**src/rtl/load_store_control_if.sv**
```systemverilog
// Load/store controller bus bundle: run/IR/memory_done into the controller,
// datapath strobes, ALU opcode and status out. master = controller side.
interface load_store_control_if #(
  parameter int OPC_W = 5
);
  logic             run;
  logic [31:0]      IR;
  logic             memory_done;
  logic             PCout;
  logic             IncPC;
  logic             PCin;
  logic             MARin;
  logic             MDRin;
  logic             MDRout;
  logic             IRin;
  logic             Mem_Read;
  logic             Mem_Write;
  logic             Mem_enable512x32;
  logic             Gra;
  logic             Grb;
  logic             Rin;
  logic             Rout;
  logic             BAout;
  logic             Yin;
  logic             Zin;
  logic             Zlo_out;
  logic             Cout;
  logic [OPC_W-1:0] opcode;
  logic             instr_done;
  logic             halted;

  modport master (
    input  run, IR, memory_done,
    output PCout, IncPC, PCin,
    output MARin, MDRin, MDRout, IRin,
    output Mem_Read, Mem_Write, Mem_enable512x32,
    output Gra, Grb, Rin, Rout, BAout,
    output Yin, Zin, Zlo_out, Cout,
    output opcode, instr_done, halted
  );

  modport slave (
    output run, IR, memory_done,
    input  PCout, IncPC, PCin,
    input  MARin, MDRin, MDRout, IRin,
    input  Mem_Read, Mem_Write, Mem_enable512x32,
    input  Gra, Grb, Rin, Rout, BAout,
    input  Yin, Zin, Zlo_out, Cout,
    input  opcode, instr_done, halted
  );
endinterface

```
**src/rtl/load_store_control.sv**
```systemverilog
// Load/store sequencer (ld/ldi/st) stepping IDLE,T0..T7,HALT.
// Ports: Clock, clear (async active-high), bus (master modport).
// Option LSC_MEM_WAIT_EN: memory steps hold until memory_done.
module load_store_control #(
  parameter int OPC_W = 5
) (
  input  logic Clock,
  input  logic clear,
  load_store_control_if.master bus
);

  typedef enum logic [3:0] {
    S_IDLE, S_T0, S_T1, S_T2, S_T3,
    S_T4, S_T5, S_T6, S_T7, S_HALT
  } state_t;

  typedef enum logic [1:0] {
    K_LD, K_LDI, K_ST
  } kind_t;

  typedef struct packed {
    logic             pc_out;
    logic             inc_pc;
    logic             pc_in;
    logic             mar_in;
    logic             mdr_in;
    logic             mdr_out;
    logic             ir_in;
    logic             mem_rd;
    logic             mem_wr;
    logic             mem_en;
    logic             gra;
    logic             grb;
    logic             r_in;
    logic             r_out;
    logic             ba_out;
    logic             y_in;
    logic             z_in;
    logic             zlo_out;
    logic             c_out;
    logic [OPC_W-1:0] opcode;
    logic             done;
    logic             halted;
  } ctl_t;

  localparam logic [OPC_W-1:0] OPC_ADD = OPC_W'(5'b00011);

  state_t state_q, state_d;
  kind_t  kind_q, kind_d;
  ctl_t   ctl_q, ctl_d;
  logic   mem_ok;
  logic   unused_in;

`ifdef LSC_MEM_WAIT_EN
  assign mem_ok = bus.memory_done;
`else
  assign mem_ok = 1'b1;
`endif

  assign unused_in = ^{bus.IR[26:0], bus.memory_done};

  // Outputs are registered from the next-state decode so each
  // step's strobes line up with state_q for one full cycle.
  always_ff @(posedge Clock or posedge clear) begin
    if (clear) begin
      state_q <= S_IDLE;
      kind_q  <= K_LD;
      ctl_q   <= '0;
    end else begin
      state_q <= state_d;
      kind_q  <= kind_d;
      ctl_q   <= ctl_d;
    end
  end

  always_comb begin
    state_d = state_q;
    kind_d  = kind_q;
    unique case (state_q)
      S_IDLE: if (bus.run) state_d = S_T0;
      S_T0:   state_d = S_T1;
      S_T1:   if (mem_ok) state_d = S_T2;
      S_T2: begin
        state_d = S_T3;
        case (bus.IR[31:27])
          5'b00000: kind_d = K_LD;
          5'b00001: kind_d = K_LDI;
          5'b00010: kind_d = K_ST;
          default:  state_d = S_HALT;
        endcase
      end
      S_T3: state_d = S_T4;
      S_T4: state_d = S_T5;
      S_T5: begin
        if (kind_q == K_LDI)
          state_d = bus.run ? S_T0 : S_IDLE;
        else
          state_d = S_T6;
      end
      // only the ld read waits in T6; st just stages MDR
      S_T6: if (kind_q == K_ST || mem_ok) state_d = S_T7;
      S_T7: begin
        if (kind_q == K_LD || mem_ok)
          state_d = bus.run ? S_T0 : S_IDLE;
      end
      S_HALT: state_d = S_HALT;
      default: state_d = S_IDLE;
    endcase
  end

  always_comb begin
    ctl_d = '0;
    unique case (state_d)
      S_T0: begin
        ctl_d.pc_out = 1'b1;
        ctl_d.mar_in = 1'b1;
        ctl_d.inc_pc = 1'b1;
        ctl_d.z_in   = 1'b1;
      end
      S_T1: begin
        ctl_d.zlo_out = 1'b1;
        ctl_d.pc_in   = 1'b1;
        ctl_d.mem_rd  = 1'b1;
        ctl_d.mem_en  = 1'b1;
        ctl_d.mdr_in  = 1'b1;
      end
      S_T2: begin
        ctl_d.mdr_out = 1'b1;
        ctl_d.ir_in   = 1'b1;
      end
      S_T3: begin
        ctl_d.grb    = 1'b1;
        ctl_d.ba_out = 1'b1;
        ctl_d.y_in   = 1'b1;
      end
      S_T4: begin
        ctl_d.c_out  = 1'b1;
        ctl_d.z_in   = 1'b1;
        ctl_d.opcode = OPC_ADD;
      end
      S_T5: begin
        ctl_d.zlo_out = 1'b1;
        if (kind_d == K_LDI) begin
          ctl_d.gra  = 1'b1;
          ctl_d.r_in = 1'b1;
          ctl_d.done = 1'b1;
        end else begin
          ctl_d.mar_in = 1'b1;
        end
      end
      S_T6: begin
        ctl_d.mdr_in = 1'b1;
        if (kind_d == K_ST) begin
          ctl_d.gra   = 1'b1;
          ctl_d.r_out = 1'b1;
        end else begin
          ctl_d.mem_rd = 1'b1;
          ctl_d.mem_en = 1'b1;
        end
      end
      S_T7: begin
        ctl_d.done = 1'b1;
        if (kind_d == K_ST) begin
          ctl_d.mem_wr = 1'b1;
          ctl_d.mem_en = 1'b1;
        end else begin
          ctl_d.mdr_out = 1'b1;
          ctl_d.gra     = 1'b1;
          ctl_d.r_in    = 1'b1;
        end
      end
      S_HALT: ctl_d.halted = 1'b1;
      default: ctl_d = '0;
    endcase
  end

  assign bus.PCout            = ctl_q.pc_out;
  assign bus.IncPC            = ctl_q.inc_pc;
  assign bus.PCin             = ctl_q.pc_in;
  assign bus.MARin            = ctl_q.mar_in;
  assign bus.MDRin            = ctl_q.mdr_in;
  assign bus.MDRout           = ctl_q.mdr_out;
  assign bus.IRin             = ctl_q.ir_in;
  assign bus.Mem_Read         = ctl_q.mem_rd;
  assign bus.Mem_Write        = ctl_q.mem_wr;
  assign bus.Mem_enable512x32 = ctl_q.mem_en;
  assign bus.Gra              = ctl_q.gra;
  assign bus.Grb              = ctl_q.grb;
  assign bus.Rin              = ctl_q.r_in;
  assign bus.Rout             = ctl_q.r_out;
  assign bus.BAout            = ctl_q.ba_out;
  assign bus.Yin              = ctl_q.y_in;
  assign bus.Zin              = ctl_q.z_in;
  assign bus.Zlo_out          = ctl_q.zlo_out;
  assign bus.Cout             = ctl_q.c_out;
  assign bus.opcode           = ctl_q.opcode;
  assign bus.instr_done       = ctl_q.done;
  assign bus.halted           = ctl_q.halted;

endmodule
```
**src/flat_wrapper.sv**
```systemverilog
// flat-port wrapper written by rule: the top's interface ports become plain ports
module load_store_control_flat 
#(
  parameter int OPC_W = 5
)
  (Clock, clear, bus_run, bus_IR, bus_memory_done, bus_PCout, bus_IncPC, bus_PCin, bus_MARin, bus_MDRin, bus_MDRout, bus_IRin, bus_Mem_Read, bus_Mem_Write, bus_Mem_enable512x32, bus_Gra, bus_Grb, bus_Rin, bus_Rout, bus_BAout, bus_Yin, bus_Zin, bus_Zlo_out, bus_Cout, bus_opcode, bus_instr_done, bus_halted);
  load_store_control_if #(.OPC_W(OPC_W)) bus_i ();
  input  logic Clock;
  input  logic clear;
  input wire logic [$bits(bus_i.run)-1:0] bus_run;
  input wire logic [$bits(bus_i.IR)-1:0] bus_IR;
  input wire logic [$bits(bus_i.memory_done)-1:0] bus_memory_done;
  output wire logic [$bits(bus_i.PCout)-1:0] bus_PCout;
  output wire logic [$bits(bus_i.IncPC)-1:0] bus_IncPC;
  output wire logic [$bits(bus_i.PCin)-1:0] bus_PCin;
  output wire logic [$bits(bus_i.MARin)-1:0] bus_MARin;
  output wire logic [$bits(bus_i.MDRin)-1:0] bus_MDRin;
  output wire logic [$bits(bus_i.MDRout)-1:0] bus_MDRout;
  output wire logic [$bits(bus_i.IRin)-1:0] bus_IRin;
  output wire logic [$bits(bus_i.Mem_Read)-1:0] bus_Mem_Read;
  output wire logic [$bits(bus_i.Mem_Write)-1:0] bus_Mem_Write;
  output wire logic [$bits(bus_i.Mem_enable512x32)-1:0] bus_Mem_enable512x32;
  output wire logic [$bits(bus_i.Gra)-1:0] bus_Gra;
  output wire logic [$bits(bus_i.Grb)-1:0] bus_Grb;
  output wire logic [$bits(bus_i.Rin)-1:0] bus_Rin;
  output wire logic [$bits(bus_i.Rout)-1:0] bus_Rout;
  output wire logic [$bits(bus_i.BAout)-1:0] bus_BAout;
  output wire logic [$bits(bus_i.Yin)-1:0] bus_Yin;
  output wire logic [$bits(bus_i.Zin)-1:0] bus_Zin;
  output wire logic [$bits(bus_i.Zlo_out)-1:0] bus_Zlo_out;
  output wire logic [$bits(bus_i.Cout)-1:0] bus_Cout;
  output wire logic [$bits(bus_i.opcode)-1:0] bus_opcode;
  output wire logic [$bits(bus_i.instr_done)-1:0] bus_instr_done;
  output wire logic [$bits(bus_i.halted)-1:0] bus_halted;
  assign bus_i.run = bus_run;
  assign bus_i.IR = bus_IR;
  assign bus_i.memory_done = bus_memory_done;
  assign bus_PCout = bus_i.PCout;
  assign bus_IncPC = bus_i.IncPC;
  assign bus_PCin = bus_i.PCin;
  assign bus_MARin = bus_i.MARin;
  assign bus_MDRin = bus_i.MDRin;
  assign bus_MDRout = bus_i.MDRout;
  assign bus_IRin = bus_i.IRin;
  assign bus_Mem_Read = bus_i.Mem_Read;
  assign bus_Mem_Write = bus_i.Mem_Write;
  assign bus_Mem_enable512x32 = bus_i.Mem_enable512x32;
  assign bus_Gra = bus_i.Gra;
  assign bus_Grb = bus_i.Grb;
  assign bus_Rin = bus_i.Rin;
  assign bus_Rout = bus_i.Rout;
  assign bus_BAout = bus_i.BAout;
  assign bus_Yin = bus_i.Yin;
  assign bus_Zin = bus_i.Zin;
  assign bus_Zlo_out = bus_i.Zlo_out;
  assign bus_Cout = bus_i.Cout;
  assign bus_opcode = bus_i.opcode;
  assign bus_instr_done = bus_i.instr_done;
  assign bus_halted = bus_i.halted;
  load_store_control #(.OPC_W(OPC_W)) u_core (.Clock(Clock), .clear(clear), .bus(bus_i));
endmodule
```
**config.mk**
```make
export PLATFORM = sky130hd
export DESIGN_NAME = load_store_control_flat
export DESIGN_NICKNAME = d
export VERILOG_FILES = /design/src/rtl/load_store_control_if.sv /design/src/rtl/load_store_control.sv /design/src/flat_wrapper.sv
export SDC_FILE = /design/constraint.sdc
export NUM_CORES = 1
export LEC_CHECK = 0
export ABC_AREA = 1
export BUFFER_PORTS_ARGS = -buffer_cell sky130_fd_sc_hd__buf_4
export CORE_MARGIN = 2
export CORE_UTILIZATION = 45
export DETAILED_ROUTE_END_ITERATION = 10
export PLACE_DENSITY = 0.77
export SLEW_MARGIN = 10
export SYNTH_ARGS = -nofsm -noshare
export SYNTH_HDL_FRONTEND = slang
export SYNTH_SLANG_ARGS = --single-unit
export TNS_END_PERCENT = 100
```
**constraint.sdc**
```tcl
create_clock -name Clock -period 2.6 [get_ports Clock]
set_clock_uncertainty 0.05 [all_clocks]
set_input_delay 0 -clock Clock [delete_from_list [all_inputs] [get_ports Clock]]
set_output_delay 0 -clock Clock [all_outputs]
set_load 0.02 [all_outputs]
```
==> results of run 1 <==
-- critical path, cell delays in order --
cell and delay (ns):
sky130_fd_sc_hd__dlygate4sd3_1 0.54, sky130_fd_sc_hd__buf_4 0.13, sky130_fd_sc_hd__nor2_1 0.11, sky130_fd_sc_hd__dlygate4sd3_1 0.61
sky130_fd_sc_hd__nand3_4 0.13, sky130_fd_sc_hd__o21ai_2 0.15, sky130_fd_sc_hd__nand2_2 0.10, sky130_fd_sc_hd__o21ai_0 0.26
sky130_fd_sc_hd__nand2_1 0.09
-- logic make-up after synthesis --
kind of cell,after synthesis
buffers and inverters,31
other,1
and+or+nand+nor,67
AOI/OAI and AO/OA,6
DFF,24
-- what timing repair did --
action / CTS / global route
hold buffers: 5 / 1
endpoints found under the hold margin: 26 / 1
setup endpoints to repair: 0 / 5
buffers inserted: 0 / 0
-- area by class of cell --
class | instances | area (sq um) | area share, %
well taps | 30 | 37.54 | 2.636
flip-flops and latches | 24 | 600.6 | 42.18
clock buffers | 3 | 22.52 | 1.582
repair buffers | 35 | 275.3 | 19.33
multi-input cells | 76 | 400.4 | 28.12
inverters | 23 | 87.58 | 6.151
-- power by group --
part           internal, mW  switching (mW)
registers             0.482          0.0663
clock network        0.0543           0.105
logic                 0.229           0.407
-- synth_stat cells (all sizes together) --
cell     n
and3     1
clkinv   1
inv     22
nor3     4
dfrtp   24
buf      8
nand2   29
nand3   10
o21ai    6
nand4    1
nor2    22
conb     1
-- final timing paths --
kind                                                  start                           to  slack, ns
worst min register to register   u_core.kind_q[0]$_DFF_PP0_   u_core.kind_q[0]$_DFF_PP0_       0.50
min in group asynchronous                             clear  u_core.state_q[2]$_DFF_PP0_       0.36
max in group asynchronous                             clear    u_core.bus.PCin$_DFF_PP0_       1.61
worst min-delay path                             bus_IR[28]     u_core.bus.Yin$_DFF_PP0_       0.01
worst max register to register  u_core.state_q[3]$_DFF_PP0_   u_core.bus.MARin$_DFF_PP0_       0.99
worst max-delay path                             bus_IR[29]   u_core.bus.MARin$_DFF_PP0_       0.62
-- through the flow --
step | total power [mW] | setup slack [ns] | instances
5_1_grt | 1.446 | 0.4924 | 191
2_1_floorplan | 0.9896 | 1.252 | 131
3_5_place_dp | 1.185 | 1.008 | 183
6_report | 1.343 | 0.6236 | 191
4_1_cts | 1.346 | 0.1091 | 191
3_3_place_gp | 1.162 | 1.077 | 183
-- per-layer routing --
metal	GRT usage (%)	share of wire (%)	vias to the layer above
met3	3.279	5.4	4
met2	30.52	55	33
met1	18.83	37	431
met4	7.500	1.8	0
met5	0	0	-
li1	-	-	449
==> results_tabular.tex, run 1 <==
\begin{tabular}{lr}
\hline
Metric & Value \\
\hline
\multicolumn{2}{l}{\textbf{Worst setup path}} \\
\quad Critical path fanouts, max & 5 \\
\quad Arrival time at the worst endpoint & 2.13 ns \\
\quad Worst EP required & 2.75 ns \\
\quad Setup Crit Path Kind & in2reg \\
\quad Kind of capture point of the worst setup path & flip-flop \\
\quad Kind of launch point of the worst setup path & input pin \\
\quad Worst Reg-to-Reg Cells & 6 \\
\multicolumn{2}{l}{\textbf{Detailed routing}} \\
\quad Final wirelength & 2163 um \\
\quad Routed wirelength normalized by instance count & 11.32 um \\
\quad Via count of the routed design & 917 \\
\quad Number of violations reported at the end of detailed-routing iteration 0 & 13 \\
\quad Vias per inst & 4.801 \\
\quad Detail Route Antenna Nets & 0 \\
\quad DRC errors left & 0 \\
\quad First-pass detailed-route iteration total & 4 \\
\multicolumn{2}{l}{\textbf{STA}} \\
\quad Max Slew Vio Count & 0 \\
\quad Setup Viol. Count Final & 0 \\
\quad Maximum achievable frequency & 506.0 MHz \\
\quad Worst rel slew slack & 42.81\% \\
\quad Unrepaired setup endpoints after global routing & false \\
\quad Final hold viol count & 0 \\
\quad Measured slew at the worst slew-check pin & 0.8568 ns \\
\quad Final hold slack & 0.01231 ns \\
\quad Post-Route Setup TNS & 0 ns \\
\quad Fin crit share & 76.02\% \\
\quad Shortest period the worst path allows & 1.976 ns \\
\multicolumn{2}{l}{\textbf{Final layout}} \\
\quad Antenna fix cells & 0 \\
\quad Ratio of cells with drive above 1 in the final layout & 32.30\% \\
\quad Layout net count & 199 \\
\quad Post-synthesis to final-layout area growth & 24.78\% \\
\quad Top library cells by usage in the layout, fill and taps aside & sky130\_fd\_sc\_hd\_\_buf\_4, sky130\_fd\_sc\_hd\_\_dfrtp\_1, sky130\_fd\_sc\_hd\_\_nand2\_1 \\
\quad Number of flip-flops under the largest register name & 4 \\
\quad Register ranked first by flip-flop count & u\_core.state\_q \\
\quad Most common cell after layout, fill and taps aside & sky130\_fd\_sc\_hd\_\_buf\_4 \\
\quad Final core utilization & 58.54\% \\
\quad Number of fillers in the final layout & 200 \\
\quad Cell area after layout & 0.001424 sq mm \\
\quad Regs by FF count & u\_core.state\_q x4, u\_core.kind\_q x2 \\
\multicolumn{2}{l}{\textbf{Floorplanning}} \\
\quad Die X-Extent & 54.36 um \\
\quad I/O pin cnt & 62 \\
\quad Core Footprint & 0.002432 sq mm \\
\quad Overall die area & 0.002954 sq mm \\
\quad Y dimension of the die & 54.36 um \\
\quad Number of cell rows & 18 \\
\quad Initial standard-cell utilization of the core & 46.91\% \\
\multicolumn{2}{l}{\textbf{Placement}} \\
\quad Final HPWL DP & 1624 um \\
\quad Count of input and output buffers & 30 \\
\quad Placed cell areas & 0.001351 sq mm \\
\quad GPL Wtd Cong & 0.8494 \\
\multicolumn{2}{l}{\textbf{CTS}} \\
\quad Worst-skew pair later-pin latency & 0.32 ns \\
\quad Clock transition at path regs & 0.12 ns \\
\quad CTS tree & done \\
\quad Total of cells resized after clock tree synthesis & 0 \\
\quad TritonCTS sink count & 24 \\
\quad CTS Root Cell & sky130\_fd\_sc\_hd\_\_clkbuf\_4 \\
\quad Level count of the clock H-tree & 1 \\
\quad Number of clock buffers inserted by TritonCTS & 3 \\
\quad CTS max path bufs & 2 \\
\multicolumn{2}{l}{\textbf{Synthesis}} \\
\quad Post-Synth Simple-Gate Area & 31.14\% \\
\quad Synth Cell Area & 0.001141 sq mm \\
\quad Number of synthesis warnings & 0 \\
\quad Share of the synthesized area in compound gates (AO/OA/AOI/OAI) & 2.961\% \\
\quad Top cells by area in the synthesized netlist & sky130\_fd\_sc\_hd\_\_dfrtp\_1, sky130\_fd\_sc\_hd\_\_nand2\_1, sky130\_fd\_sc\_hd\_\_inv\_1, sky130\_fd\_sc\_hd\_\_nor2\_1, sky130\_fd\_sc\_hd\_\_buf\_4 \\
\quad Adder-Cell Fraction of Synth Area & 0\% \\
\quad Avg Inst Size Synth & 8.846 sq um \\
\quad Mux cell area share after synthesis & 0\% \\
\quad Area share of xor/xnor cells in the synthesized design & 0\% \\
\quad Distinct cell type count of the synthesized netlist & 22 \\
\quad Synthesis-stage register bit count & 24 \\
\quad Part of the Yosys area used for sequential elements & 52.63\% \\
\quad Cell taking the most area after synthesis & sky130\_fd\_sc\_hd\_\_dfrtp\_1 \\
\quad Area share of the leading cell type in the synthesized netlist & 52.63\% \\
\quad Cell count after synthesis & 129 \\
\quad Combinational family with the most area after synthesis & simple AND/OR/NAND/NOR gates \\
\multicolumn{2}{l}{\textbf{Min path}} \\
\quad Number of cells on the worst hold path & 4 \\
\quad Worst hold path type & in2reg \\
\multicolumn{2}{l}{\textbf{Pwr}} \\
\quad Worst vdd rail ir drop & 631.7 uV \\
\quad Pwr Density & 943.3 mW/mm\^{}2 \\
\quad Cell leakage power & 0.8726 nW \\
\multicolumn{2}{l}{\textbf{Global route}} \\
\quad Total routing resource utilization after global routing & 16.81\% \\
\quad Total congestion overflow after global routing & 0 \\
\quad Global-route wire length before repair & 3546 um \\
\quad Largest net degree at the start of global routing & 25 \\
\quad Number of global-route vias before repair & 812 \\
\quad Antenna violations before repair & 0 \\
\multicolumn{2}{l}{\textbf{Run status}} \\
\quad Result of the run & complete, no violations \\
\multicolumn{2}{l}{\textbf{Flow run}} \\
\quad Number of max-cap violations & 0 \\
\hline
\end{tabular}
Note: power is estimated with default switching activity, not from simulation.
==> run 2: changes to the inputs <==
- CORE_UTILIZATION: 45 -> 39
- PLACE_DENSITY: 0.77 -> 0.7
- clock period: 2.6 -> 1.7 ns (I/O delays scaled with it)
==> results_tabular.tex, run 2 (synthesis gave the netlist of run 1 again) <==
\begin{tabular}{lr}
\hline
Metric & Value \\
\hline
\multicolumn{2}{l}{\textbf{Run status}} \\
\quad Result of the run & complete, no violations \\
\multicolumn{2}{l}{\textbf{Pwr}} \\
\quad Combinational share of power & 46.0\% (-1.3 points) \\
\quad Sw power & 0.9044 mW (+57\%) \\
\quad Clock group share of total power & 14.3\% (+2.5 points) \\
\quad Cell leakage power & 0.8837 nW (+1.3\%) \\
\quad Pwr Density & 1476 mW/mm\^{}2 (+56\%) \\
\quad Internal Pwr Total & 1.223 mW (+60\%) \\
\quad Sequential share of power & 39.7\% (-1.1 points) \\
\quad Worst vdd rail ir drop & 1018 uV (+61\%) \\
\quad Switch share & 42.51\% (-0.48 points) \\
\multicolumn{2}{l}{\textbf{Worst setup path}} \\
\quad Beginning of the critical path & u\_core.state\_q[3]\$\_DFF\_PP0\_ \\
\quad Critical path fanouts, max & 7 (+2) \\
\quad Worst Reg-to-Reg Cells & 4 (-2) \\
\quad Worst EP required & 1.92 ns (-0.83 ns) \\
\quad Arrival time at the worst endpoint & 1.79 ns (-0.34 ns) \\
\quad Worst flop-to-flop path startpoint & u\_core.state\_q[3]\$\_DFF\_PP0\_ \\
\quad Kind of launch point of the worst setup path & flip-flop \\
\quad Setup Crit Path Kind & reg2reg \\
\quad FF-to-FF End & u\_core.bus.Yin\$\_DFF\_PP0\_ \\
\quad Worst setup path endpoint & u\_core.bus.Yin\$\_DFF\_PP0\_ \\
\quad Worst-path cell with the longest stage delay & sky130\_fd\_sc\_hd\_\_dlygate4sd3\_1 \\
\quad Sequence of cells on the critical path & nor2\_4 > nand2\_4 > nor2\_8 > dlygate4sd3\_1 \\
\quad Crit-path max cell delay & 0.54 ns (-0.07 ns) \\
\quad Kind of capture point of the worst setup path & flip-flop \\
\quad Register-to-register setup slack & 0.13 ns (-0.86 ns) \\
\multicolumn{2}{l}{\textbf{Detailed routing}} \\
\quad Number of violations reported at the end of detailed-routing iteration 0 & 18 (+5) \\
\quad Via count of the routed design & 868 (-5.3\%) \\
\quad Routed wirelength normalized by instance count & 11.22 um (-0.94\%) \\
\quad DRC errors left & 0 (unchanged) \\
\quad Vias per inst & 4.497 (-6.3\%) \\
\quad Detail Route Antenna Nets & 0 (unchanged) \\
\quad Final wirelength & 2165 um (about the same) \\
\quad First-pass detailed-route iteration total & 4 (unchanged) \\
\multicolumn{2}{l}{\textbf{CTS}} \\
\quad CTS Root Cell & sky130\_fd\_sc\_hd\_\_clkbuf\_4 \\
\quad Setup bufs post-CTS & 0 (unchanged) \\
\quad Level count of the clock H-tree & 1 (unchanged) \\
\quad CTS max path bufs & 2 (unchanged) \\
\quad Clock transition at path regs & 0.13 ns (about the same) \\
\quad CTS tree & done \\
\quad TritonCTS sink count & 24 (unchanged) \\
\quad Number of clock buffers inserted by TritonCTS & 3 (unchanged) \\
\quad Worst-skew pair later-pin latency & 0.32 ns (about the same) \\
\multicolumn{2}{l}{\textbf{Global route}} \\
\quad Antenna violations before repair & 0 (unchanged) \\
\quad Total congestion overflow after global routing & 0 (unchanged) \\
\quad Largest net degree at the start of global routing & 25 (unchanged) \\
\quad Global-route wire length before repair & 3719 um (+4.9\%) \\
\quad Total routing resource utilization after global routing & 14.79\% (-2.0 points) \\
\quad Number of global-route vias before repair & 849 (+4.6\%) \\
\multicolumn{2}{l}{\textbf{STA}} \\
\quad Fin crit share & 92.35\% \\
\quad Maximum achievable frequency & 637.0 MHz \\
\quad Unrepaired setup endpoints after global routing & false \\
\quad Shortest period the worst path allows & 1.570 ns \\
\quad Final hold viol count & 0 (unchanged) \\
\quad Post-Route Setup TNS & 0 ns (unchanged) \\
\quad Max Slew Vio Count & 0 (unchanged) \\
\quad Final hold slack & 0.04074 ns (+0.02843 ns) \\
\quad Setup Viol. Count Final & 0 (unchanged) \\
\multicolumn{2}{l}{\textbf{Final layout}} \\
\quad Number of flip-flops under the largest register name & 4 (unchanged) \\
\quad Regs by FF count & u\_core.state\_q x4, u\_core.kind\_q x2 \\
\quad Layout net count & 199 (unchanged) \\
\quad Top library cells by usage in the layout, fill and taps aside & sky130\_fd\_sc\_hd\_\_buf\_4, sky130\_fd\_sc\_hd\_\_dfrtp\_1, sky130\_fd\_sc\_hd\_\_nand2\_1 \\
\quad Register ranked first by flip-flop count & u\_core.state\_q \\
\quad Antenna fix cells & 0 (unchanged) \\
\quad Most common cell after layout, fill and taps aside & sky130\_fd\_sc\_hd\_\_buf\_4 \\
\quad Post-synthesis to final-layout area growth & 26.32\% \\
\quad Ratio of cells with drive above 1 in the final layout & 33.33\% (+1.0 points) \\
\multicolumn{2}{l}{\textbf{Floorplanning}} \\
\quad Overall die area & 0.003374 sq mm (+14\%) \\
\quad Core Footprint & 0.002758 sq mm (+13\%) \\
\quad Y dimension of the die & 58.09 um (+6.9\%) \\
\quad Initial standard-cell utilization of the core & 41.38\% (-5.5 points) \\
\quad Die X-Extent & 58.09 um (+6.9\%) \\
\quad Number of cell rows & 19 (+1) \\
\quad I/O pin cnt & 62 (unchanged) \\
\multicolumn{2}{l}{\textbf{Flow run}} \\
\quad Number of max-cap violations & 0 (unchanged) \\
\multicolumn{2}{l}{\textbf{Min path}} \\
\quad Worst hold path type & in2reg \\
\multicolumn{2}{l}{\textbf{Placement}} \\
\quad Final HPWL DP & 1716 um (+5.7\%) \\
\quad Count of input and output buffers & 30 (unchanged) \\
\quad GPL Wtd Cong & 0.8410 (-0.99\%) \\
\hline
\end{tabular}
run 2: metal layers:
layer	vias up	routed length [um]	global-route usage, %
met4	0	72	8.638
met3	7	90	2.902
met1	393	881	16.55
met5	-	0	0
met2	21	1121	25.97
li1	447	-	-
run 2: power groups by stage:
stage	sequential [mW]	combinational (mW)	clock (mW)
after floorplan	0.978	0.535	0
after global placement	0.842	0.945	0
after detailed placement	0.855	0.971	0
after CTS	0.842	0.979	0.311
after global routing	0.866	1.08	0.338
final	0.845	0.978	0.304
run 2: how the worst min path moves through the flow:
stage / from / endpoint / slack [ns] / cells past startpoint
after CTS: bus_IR[28] / u_core.kind_q[0]$_DFF_PP0_ / 0.04 / 6
after detailed placement: clear / u_core.bus.Zlo_out$_DFF_PP0_ / 0.02 / 3
after floorplan: clear / u_core.bus.Gra$_DFF_PP0_ / -0.04 / 1
after global placement: clear / u_core.bus.IRin$_DFF_PP0_ / 0.006 / 3
after global routing: bus_IR[28] / u_core.kind_q[0]$_DFF_PP0_ / 0.07 / 6
final: bus_IR[28] / u_core.kind_q[0]$_DFF_PP0_ / 0.04 / 6
run 2: area by class of cell:
type	count	area, sq um
well taps	31	38.79
fillers	251	1316
multi-input cells	76	405.4
clock buffers	4	36.28
repair buffers	35	272.8
flip-flops and latches	24	600.6
inverters	23	87.58
run 2: critical path, delay by kind of cell, from the launching register on:
kind / cells / cell delay (ns)
buffers and inverters: 1 / 0.54
flip-flops: 1 / 0.48
AND/OR/NAND/NOR: 3 / 0.43
run 2: metrics by stage:
step / setup WS [ns] / power [mW] / instance area, sq um / cells / util (%)
2_1_floorplan: 0.3521 / 1.514 / 1149 / 131 / -
3_3_place_gp: 0.1562 / 1.787 / 1360 / 185 / 49.32
3_5_place_dp: 0.1576 / 1.826 / 1360 / 185 / 49.32
4_1_cts: 0.07504 / 2.132 / 1436 / 193 / 52.09
5_1_grt: 0.04152 / 2.284 / 1441 / 193 / 52.27
6_report: 0.1301 / 2.127 / 1441 / 193 / 52.27
run 2: timing repair:
item / in CTS / in global routing
hold buffers: 4 / 0
hold endpoints to repair: 26 / 0
gates resized for setup: 0 / 1
setup endpoints to repair: 0 / 1
==> run 3: changes to the inputs <==
- CORE_UTILIZATION: 39 -> 43
- PLACE_DENSITY: 0.7 -> 0.74
- clock period: 1.7 -> 1.65 ns (I/O delays scaled with it)
==> results_tabular.tex, run 3 (synthesis gave the netlist of run 1 again) <==
\begin{tabular}{lr}
\hline
Metric & Value \\
\hline
\multicolumn{2}{l}{\textbf{Min path}} \\
\quad Worst hold path type & in2reg \\
\quad Hold path startpoint & bus\_IR[28] \\
\multicolumn{2}{l}{\textbf{Final layout}} \\
\quad Layout net count & 199 (unchanged) \\
\quad Ratio of cells with drive above 1 in the final layout & 33.33\% (unchanged) \\
\quad Regs by FF count & u\_core.state\_q x4, u\_core.kind\_q x2 \\
\quad Antenna fix cells & 0 (unchanged) \\
\quad Most common cell after layout, fill and taps aside & sky130\_fd\_sc\_hd\_\_buf\_4 \\
\quad Post-synthesis to final-layout area growth & 26.21\% (about the same) \\
\quad Register ranked first by flip-flop count & u\_core.state\_q \\
\quad Final core utilization & 57.61\% (+5.3 points) \\
\quad Area occupied by multi-input gates & 405.4 sq um (unchanged) \\
\quad Total area of sequential cells & 600.6 sq um (unchanged) \\
\quad Top library cells by usage in the layout, fill and taps aside & sky130\_fd\_sc\_hd\_\_buf\_4, sky130\_fd\_sc\_hd\_\_dfrtp\_1, sky130\_fd\_sc\_hd\_\_nand2\_1 \\
\quad Number of fillers in the final layout & 223 (-11\%) \\
\quad Number of flip-flops under the largest register name & 4 (unchanged) \\
\quad Count of non-filler cells in the finished layout & 192 (-0.52\%) \\
\multicolumn{2}{l}{\textbf{Placement}} \\
\quad Final HPWL DP & 1685 um (-1.8\%) \\
\quad Count of input and output buffers & 30 (unchanged) \\
\quad Placement Setup Slack & 0.1199 ns (-0.03761 ns) \\
\quad DP Cell Count & 184 (-0.54\%) \\
\quad GPL Wtd Cong & 0.8478 (+0.81\%) \\
\multicolumn{2}{l}{\textbf{Floorplanning}} \\
\quad Die X-Extent & 55.52 um (-4.4\%) \\
\quad Number of cell rows & 18 (-1) \\
\quad I/O pin cnt & 62 (unchanged) \\
\quad Overall die area & 0.003082 sq mm (-8.7\%) \\
\quad Initial standard-cell utilization of the core & 45.65\% (+4.3 points) \\
\quad Y dimension of the die & 55.52 um (-4.4\%) \\
\quad Core Footprint & 0.002500 sq mm (-9.3\%) \\
\multicolumn{2}{l}{\textbf{STA}} \\
\quad Final hold viol count & 0 (unchanged) \\
\quad Fin crit share & 95.55\% (+3.2 points) \\
\quad Shortest period the worst path allows & 1.577 ns (+0.006672 ns) \\
\quad Unrepaired setup endpoints after global routing & false \\
\quad Setup Viol. Count Final & 0 (unchanged) \\
\quad Post-Route Setup TNS & 0 ns (unchanged) \\
\quad Setup slack of the critical path after layout & 0.07346 ns (-0.05667 ns) \\
\quad Maximum achievable frequency & 634.3 MHz (-0.42\%) \\
\quad Max Slew Vio Count & 0 (unchanged) \\
\multicolumn{2}{l}{\textbf{Global route}} \\
\quad Global-route wire length before repair & 3719 um (unchanged) \\
\quad Number of global-route vias before repair & 911 (+7.3\%) \\
\quad Largest net degree at the start of global routing & 25 (unchanged) \\
\quad Total routing resource utilization after global routing & 15.56\% (+0.77 points) \\
\quad Antenna violations before repair & 0 (unchanged) \\
\quad Total congestion overflow after global routing & 0 (unchanged) \\
\multicolumn{2}{l}{\textbf{Pwr}} \\
\quad Cell leakage power & 0.8837 nW (unchanged) \\
\quad Final Power & 2.193 mW (+3.1\%) \\
\quad Worst vdd rail ir drop & 932.9 uV (-8.4\%) \\
\quad Pwr Density & 1523 mW/mm\^{}2 (+3.2\%) \\
\multicolumn{2}{l}{\textbf{Detailed routing}} \\
\quad Vias per inst & 4.745 (+5.5\%) \\
\quad Via count of the routed design & 911 (+5.0\%) \\
\quad DRC errors left & 0 (unchanged) \\
\quad Detail Route Antenna Nets & 0 (unchanged) \\
\quad Number of violations reported at the end of detailed-routing iteration 0 & 16 (-2) \\
\quad Routed wirelength normalized by instance count & 11.60 um (+3.4\%) \\
\quad Final wirelength & 2227 um (+2.9\%) \\
\quad First-pass detailed-route iteration total & 4 (unchanged) \\
\multicolumn{2}{l}{\textbf{Worst setup path}} \\
\quad Beginning of the critical path & u\_core.state\_q[2]\$\_DFF\_PP0\_ \\
\quad Critical path fanouts, max & 5 (-2) \\
\quad Worst flop-to-flop path startpoint & u\_core.state\_q[2]\$\_DFF\_PP0\_ \\
\quad Kind of launch point of the worst setup path & flip-flop \\
\quad Arrival time at the worst endpoint & 1.74 ns (-0.05 ns) \\
\quad Kind of capture point of the worst setup path & flip-flop \\
\quad Setup Crit Path Kind & reg2reg \\
\quad Worst EP required & 1.81 ns (-0.11 ns) \\
\multicolumn{2}{l}{\textbf{CTS}} \\
\quad Number of clock buffers inserted by TritonCTS & 3 (unchanged) \\
\quad CTS max path bufs & 2 (unchanged) \\
\quad CTS Root Cell & sky130\_fd\_sc\_hd\_\_clkbuf\_4 \\
\quad Clock transition at path regs & 0.13 ns (about the same) \\
\quad Level count of the clock H-tree & 1 (unchanged) \\
\quad Setup bufs post-CTS & 0 (unchanged) \\
\quad TritonCTS sink count & 24 (unchanged) \\
\quad Worst-skew pair later-pin latency & 0.32 ns (about the same) \\
\quad CTS tree & done \\
\multicolumn{2}{l}{\textbf{Run status}} \\
\quad Result of the run & complete, no violations \\
\multicolumn{2}{l}{\textbf{Flow run}} \\
\quad Number of max-cap violations & 0 (unchanged) \\
\hline
\end{tabular}
## run 3: cell counts in the layout (fill, tap and decap cells not counted)
Identical to the previous run, type by type.
## run 3: report_power, final
part | internal (mW) | switching (mW)
clock | 0.135 | 0.169
sequential | 0.759 | 0.117
combinational | 0.365 | 0.647
## run 3: per-stage QoR
stage | hold WS, ns | cell area [sq um]
2_1_floorplan | -0.03538 | 1149
3_3_place_gp | 0.005086 | 1359
3_5_place_dp | 0.01433 | 1359
4_1_cts | 0.04219 | 1435
5_1_grt | 0.04044 | 1440
6_report | 0.04610 | 1440
## run 3: what timing repair did
item | 4_1_cts | 5_1_grt
gates resized for setup | 0 | 1
endpoints found under the setup margin | 0 | 1
hold endpoints to repair | 26 | 0
hold buffers | 4 | 0
## run 3: final cells by class
class / instances / area share, %
timing repair buffer: 35 / 18.94
sequential: 24 / 41.70
clock buffer: 4 / 2.520
inverter: 23 / 6.082
tap: 30 / 2.606
multi-input combinational: 76 / 28.15
## run 3: worst max-delay path: stages, from the launching register on
cell                      delay (ns)
sky130_fd_sc_hd__dfrtp_1        0.52
sky130_fd_sc_hd__inv_1          0.08
sky130_fd_sc_hd__nor2_1         0.19
sky130_fd_sc_hd__nand4_1        0.19
sky130_fd_sc_hd__inv_1          0.16
sky130_fd_sc_hd__nor2_1         0.10
sky130_fd_sc_hd__and3_1         0.18
## run 3: metal layers
| layer | track usage, % | part of all wire [%] | vias up |
|---|---|---|---|
| li1 | - | - | 446 |
| met1 | 15.00 | 37 | 428 |
| met2 | 28.23 | 54 | 33 |
| met3 | 3.981 | 6.0 | 4 |
| met4 | 11.15 | 2.3 | 0 |
| met5 | 0 | 0 | - |
## run 3: final timing paths
path / slack (ns) / cells past startpoint / end
setup / recovery: 0.07 / 6 / u_core.bus.halted$_DFF_PP0_
hold / removal: 0.05 / 6 / u_core.kind_q[0]$_DFF_PP0_
setup reg to reg: 0.07 / 6 / u_core.bus.halted$_DFF_PP0_
hold reg to reg: 0.51 / 2 / u_core.kind_q[0]$_DFF_PP0_
max in group asynchronous: 1.11 / 4 / u_core.bus.PCin$_DFF_PP0_
min in group asynchronous: 0.21 / 4 / u_core.state_q[2]$_DFF_PP0_
